## src/rtl/fsk_demod.sv

```systemverilog
// fsk_demod: zero-crossing FSK demodulator.
// A 2-level polarity tracker with hysteresis finds zero crossings, the
// half-period length decides the tone, and a symbol counter aligned to
// tone changes emits one recovered bit per SYM_LEN valid samples.
// Optional feature macro: FSK_DEMOD_GLITCH_FILTER_EN (tone change needs two
// consecutive differing estimates). Default build: single estimate suffices.
module fsk_demod #(
  parameter int HYST    = 16,
  parameter int HALF_TH = 64,
  parameter int SYM_LEN = 1024,
  parameter int TIMEOUT = 511
) (
  input  logic       clk,
  input  logic       rst_n,
  input  logic [7:0] din,
  input  logic       din_valid,
  output logic       bit_out,
  output logic       bit_valid,
  output logic       tone,
  output logic       locked
);

  localparam logic [1:0]  ST_HUNT  = 2'd0;
  localparam logic [1:0]  ST_SYNC  = 2'd1;
  localparam logic [1:0]  ST_TRACK = 2'd2;

  localparam logic [8:0]  POS_TH   = 9'(128 + HYST);
  localparam logic [8:0]  NEG_TH   = 9'(128 - HYST);
  localparam logic [9:0]  TO_VAL   = 10'(TIMEOUT);
  localparam logic [10:0] HALF_V   = 11'(HALF_TH);
  localparam logic [11:0] SYM_HALF = 12'(SYM_LEN / 2 - 1);
  localparam logic [11:0] SYM_FULL = 12'(SYM_LEN - 1);

  logic [1:0]  state_r,     state_n;
  logic        pol_r,       pol_n;
  logic        pol_known_r, pol_known_n;
  logic [9:0]  half_cnt_r,  half_cnt_n;
  logic [11:0] sym_cnt_r,   sym_cnt_n;
  logic        tone_r,      tone_n;
  logic        bit_out_r,   bit_out_n;
  logic        bit_valid_r, bit_valid_n;
  logic        locked_r,    locked_n;

  logic        is_pos_s, is_neg_s, crossing_s, est_s, timeout_s, accept_s;
  logic [10:0] meas_s;

  assign is_pos_s   = ({1'b0, din} >= POS_TH);
  assign is_neg_s   = ({1'b0, din} <= NEG_TH);
  // A crossing is a confirmed polarity flip; midscale samples never flip.
  assign crossing_s = din_valid & pol_known_r & (is_pos_s | is_neg_s) & (is_pos_s != pol_r);
  assign meas_s     = {1'b0, half_cnt_r} + 11'd1;
  assign est_s      = (meas_s <= HALF_V);
  assign timeout_s  = din_valid & (half_cnt_r == TO_VAL) & (state_r != ST_HUNT);

`ifdef FSK_DEMOD_GLITCH_FILTER_EN
  logic pend_r;
  assign accept_s = crossing_s & (est_s != tone_r) & pend_r;

  // Remember one differing estimate; a second consecutive one is accepted.
  always_ff @(posedge clk or negedge rst_n) begin
    if (!rst_n) begin
      pend_r <= 1'b0;
    end else if (din_valid) begin
      if ((state_r == ST_TRACK) && crossing_s && (est_s != tone_r) && !pend_r) begin
        pend_r <= 1'b1;
      end else if ((state_r != ST_TRACK) || crossing_s) begin
        pend_r <= 1'b0;
      end else begin
        pend_r <= pend_r;
      end
    end else begin
      pend_r <= pend_r;
    end
  end
`else
  assign accept_s = crossing_s & (est_s != tone_r);
`endif

  // Next-state logic: polarity, half-period counter, FSM and symbol timing.
  always_comb begin
    state_n     = state_r;
    pol_n       = pol_r;
    pol_known_n = pol_known_r;
    half_cnt_n  = half_cnt_r;
    sym_cnt_n   = sym_cnt_r;
    tone_n      = tone_r;
    bit_out_n   = bit_out_r;
    bit_valid_n = 1'b0;
    if (din_valid) begin
      if (is_pos_s | is_neg_s) begin
        pol_n       = is_pos_s;
        pol_known_n = 1'b1;
      end else begin
        pol_n       = pol_r;
      end
      if (crossing_s) begin
        half_cnt_n = 10'd0;
      end else if (half_cnt_r != TO_VAL) begin
        half_cnt_n = half_cnt_r + 10'd1;
      end else begin
        half_cnt_n = half_cnt_r;
      end
      case (state_r)
        ST_HUNT: begin
          // First crossing closes a partial interval: discard it.
          if (crossing_s) begin
            state_n = ST_SYNC;
          end else begin
            state_n = ST_HUNT;
          end
        end
        ST_SYNC: begin
          if (crossing_s) begin
            state_n   = ST_TRACK;
            tone_n    = est_s;
            sym_cnt_n = SYM_HALF;
          end else if (timeout_s) begin
            state_n     = ST_HUNT;
            pol_known_n = 1'b0;
          end else begin
            state_n = ST_SYNC;
          end
        end
        ST_TRACK: begin
          // Tone change resyncs to mid-symbol and suppresses a coincident bit.
          if (accept_s) begin
            tone_n    = est_s;
            sym_cnt_n = SYM_HALF;
          end else if (timeout_s && !crossing_s) begin
            state_n     = ST_HUNT;
            pol_known_n = 1'b0;
          end else if (sym_cnt_r == 12'd0) begin
            bit_out_n   = tone_r;
            bit_valid_n = 1'b1;
            sym_cnt_n   = SYM_FULL;
          end else begin
            sym_cnt_n = sym_cnt_r - 12'd1;
          end
        end
        default: begin
          state_n = ST_HUNT;
        end
      endcase
    end else begin
      state_n = state_r;
    end
    locked_n = (state_n == ST_TRACK);
  end

  // State and output registers.
  always_ff @(posedge clk or negedge rst_n) begin
    if (!rst_n) begin
      state_r     <= ST_HUNT;
      pol_r       <= 1'b0;
      pol_known_r <= 1'b0;
      half_cnt_r  <= 10'd0;
      sym_cnt_r   <= 12'd0;
      tone_r      <= 1'b0;
      bit_out_r   <= 1'b0;
      bit_valid_r <= 1'b0;
      locked_r    <= 1'b0;
    end else begin
      state_r     <= state_n;
      pol_r       <= pol_n;
      pol_known_r <= pol_known_n;
      half_cnt_r  <= half_cnt_n;
      sym_cnt_r   <= sym_cnt_n;
      tone_r      <= tone_n;
      bit_out_r   <= bit_out_n;
      bit_valid_r <= bit_valid_n;
      locked_r    <= locked_n;
    end
  end

  assign bit_out   = bit_out_r;
  assign bit_valid = bit_valid_r;
  assign tone      = tone_r;
  assign locked    = locked_r;

endmodule

```

## config.mk

```make
export PLATFORM = sky130hd
export DESIGN_NAME = fsk_demod
export DESIGN_NICKNAME = d
export VERILOG_FILES = /design/src/rtl/fsk_demod.sv
export SDC_FILE = /design/constraint.sdc
export NUM_CORES = 1
export LEC_CHECK = 0
export BUFFER_PORTS_ARGS = -buffer_cell sky130_fd_sc_hd__buf_2
export CAP_MARGIN = 10
export CORE_UTILIZATION = 35
export DETAILED_ROUTE_END_ITERATION = 10
export PLACE_DENSITY = 0.49
export SLEW_MARGIN = 25
export SYNTH_ARGS = -nofsm -noshare
export SYNTH_HDL_FRONTEND = slang
export SYNTH_SLANG_ARGS = --single-unit
export TNS_END_PERCENT = 20
```

## constraint.sdc

```tcl
create_clock -name clk -period 4.65 [get_ports clk]
set_input_delay 1.395 -clock clk [delete_from_list [all_inputs] [get_ports clk]]
set_output_delay 1.395 -clock clk [all_outputs]
set_load 0.1 [all_outputs]
```

==> metrics <==
Setup WS post-layout 1.21 ns; remaining number of nets flagged by the antenna check after routing 0; Maximum Capacitance Violations 0; maximum VDD drop 142 uV; prevailing post-synth register cell dfrtp_1; number of nets in the final layout 253; distinct cell type count after synthesis 53; Pwr per Cell Area 386 nW/um^2; Data required, critical path 4.83 ns; FF-to-FF setup slack 1.87 ns; count of cells along the worst hold path 1; Inserted Clock Buffers 5; critical path class input pin to register; Final Hold Viols 0; CTS resizes 0; Finished Layout Cells 306; # setup viols final 0; transition time at the pin with the least slew margin 0.826 ns; residual DRC count 0; sum of negative setup slack 0 ns; Worst Hold Class register to register; Floorplan Core Area 5170 sq um; TritonRoute pass-1 iters 4; family with the most delay on the worst path compound AO/OA/AOI/OAI gates; start point of the critical path din[3]; Die Span Y 75.6 um; worst rel slew slack 45.0%; Leak Pwr 0.859 nW; Critical Path Sink Type register; Data arrival, critical path 3.62 ns; initial core utilization 36.7%; category of the worst setup path launch point input pin; total of warnings raised by yosys 0; Post-CTS Setup Bufs 0; crit-path most repeated cell nor4_1; placed instance count 298; I/O Buffers 14; Total Routing Usage GR 17.1%; hold bufs inserted after CTS 0; worst stage delay on the critical path 0.67 ns; r2r worst-path depth 8; number of enable-type register cells in the synthesized netlist 0; shortest period the worst path allows 3.44 ns; cell at the root of the clock tree clkbuf_8; fraction of layout instances using a drive strength above 1 13.6%; Worst-path clk slew 0.07 ns; mapped cell area 1900 sq um; critical path capture point bit_out; GRT Residual Overflow 0; antenna violations before repair 0; synthesized netlist net count 237; vias after detailed routing 1659; average cell area after synthesis 8.67 sq um; reg-to-reg critical path startpoint half_cnt_r[0]; Die W 75.6 um; Rows 26; WL per Instance 14.0 um; routed via count divided by cell count 5.42; insertion delay to the later sink of the worst-skew pair 0.29 ns; number of instances in the synthesized netlist 219; drt first-iter violations 46; clock tree from TritonCTS done; f_max 291 MHz; wire length of the first global-routing pass 7220 um; endpoint of the most critical register-to-register path sym_cnt_r[3]; sinks on the clock net 30; proportion of synthesized flip-flops having asynchronous set or reset 100%; utilization of the core after routing 41.3%; largest net degree at the start of global routing 31; sequential area share after synthesis 39.6%; unrepaired setup endpoints after global routing no; area grow syn2layout 12.5%; Storage cell area 751 sq um; final worst-path cycle share 73.9%; count of cell instances traversed by the critical path 8; maximum level of the CTS H-tree 2; number of slew-limit violations in the final report 0; gpl congestion 0.760; worst slack, placed 0.882 ns; result of the run completed; number of buffers and inverters on the critical path 1; maximum root-to-sink buffer count 2; ordered cell list for the critical path buf_2 > nor4_1 > o21ai_0 > a21oi_1 > nor2_1 > nor4_1 > o31ai_1 > a22o_1; antenna cells 0; total wirelength of the detailed-routed design 4290 um; dpl hpwl 3090 um; DIE AREA 5720 sq um; maximum fanout count along the critical path 10; crit path max-delay cell type a21oi_1; number of global-route vias before repair 1555; synthesis-stage register bit count 30; io pins 15; total area of multi-input combinational cells 1100 sq um; Layout fillers 518; Fin Clk Skew 0.00721 ns
[cells in the final DEF (no fill, tap or decap), types with 4 or more instances in the layout]
master and count:
nand3_1 12, buf_2 14, a31oi_1 5, ha_1 7, nor4_1 7, a21oi_1 13
nor2_1 23, xnor2_1 4, inv_1 6, o21ai_0 10, or3_1 4, clkbuf_8 6
nor3_1 6, nand2_1 27, dfrtp_1 30
[sequential cells by signal, summed over array words and instances, names as in the netlist]
signal / flops
bit_out: 1
bit_valid: 1
half_cnt_r: 10
locked: 1
pol_known_r: 1
pol_r: 1
state_r: 2
sym_cnt_r: 12
tone: 1
[worst min-delay path by stage]
| stage | from | end | slack [ns] |
|---|---|---|---|
| 3_5_place_dp | sym_cnt_r[6] | sym_cnt_r[6] | 0.50 |
| 4_1_cts | sym_cnt_r[6] | sym_cnt_r[6] | 0.51 |
| 5_1_grt | sym_cnt_r[6] | sym_cnt_r[6] | 0.54 |
| 2_1_floorplan | sym_cnt_r[0] | sym_cnt_r[0] | 0.46 |
| 6_report | sym_cnt_r[0] | sym_cnt_r[0] | 0.50 |
| 3_3_place_gp | sym_cnt_r[6] | sym_cnt_r[6] | 0.49 |
[synth_stat cells, types with 2 or more instances]
master / number / area share (%)
dfrtp_1: 30 / 40
nand2_1: 27 / 5.3
nor2_1: 23 / 4.5
a21oi_1: 13 / 3.4
nand3_1: 12 / 3.2
o21ai_0: 10 / 2.6
ha_1: 7 / 4.6
nor4_1: 7 / 2.3
inv_1: 6 / 1.2
nor3_1: 6 / 1.6
a31oi_1: 5 / 1.6
clkbuf_1: 4 / 0.79
or3_1: 4 / 1.3
xnor2_1: 4 / 1.8
a21o_1: 3 / 1.2
a41oi_1: 3 / 1.4
nand3b_1: 3 / 1.2
nor2b_1: 3 / 0.99
o22a_1: 3 / 1.4
xor2_1: 3 / 1.4
a22oi_1: 2 / 0.79
nand4_1: 2 / 0.66
o21a_1: 2 / 0.79
o22ai_1: 2 / 0.66
o31a_1: 2 / 0.92
o31ai_1: 2 / 0.79
o41ai_1: 2 / 0.92
or2_2: 2 / 0.66
or3b_2: 2 / 0.92
or4_1: 2 / 0.79
[layer usage]
metal	up-vias	wire, um	share of wire (%)	global-route usage, %
met5	-	0	0	0
met4	0	44	1.0	4.32
met3	6	171	4.0	5.16
met2	28	2030	47	28.8
met1	780	2050	48	21.4
li1	845	-	-	-
[area by class of cell]
class                           instances  area share [%]
Clock inverter                          2           0.586
Inverter                                6            1.06
Clock buffer                            6            3.87
Tap cell                               70            4.10
Sequential cell                        30            35.2
Timing Repair Buffer                   15            3.63
Multi-Input combinational cell        177            51.6
[cells by family after synthesis]
group	share of synthesized area (%)
and+or+nand+nor	27.3
AOI/OAI and AO/OA	22.3
DFF	39.6
buffers and inverters	2.44
xor gates and xnor gates	3.23
adders and majority gates	4.61
muxes	0.593
[where the power goes]
part / internal [mW] / leakage (nW) / total (mW) / switching [mW]
combinational: 0.0842 / 0.453 / 0.252 / 0.168
clock: 0.119 / 0.0472 / 0.226 / 0.107
sequential: 0.299 / 0.359 / 0.347 / 0.0478
total: 0.502 / 0.859 / 0.825 / 0.323
[metrics by stage]
step | power [mW] | cell area, sq um | hold WS [ns]
after global routing | 0.885 | 2130 | 0.542
after CTS | 0.839 | 2130 | 0.510
final | 0.825 | 2130 | 0.502
after detailed placement | 0.608 | 2040 | 0.496
after global placement | 0.610 | 2040 | 0.491
after floorplan | 0.537 | 1900 | 0.463
No activity file was read; power rests on OpenSTA's default activity.
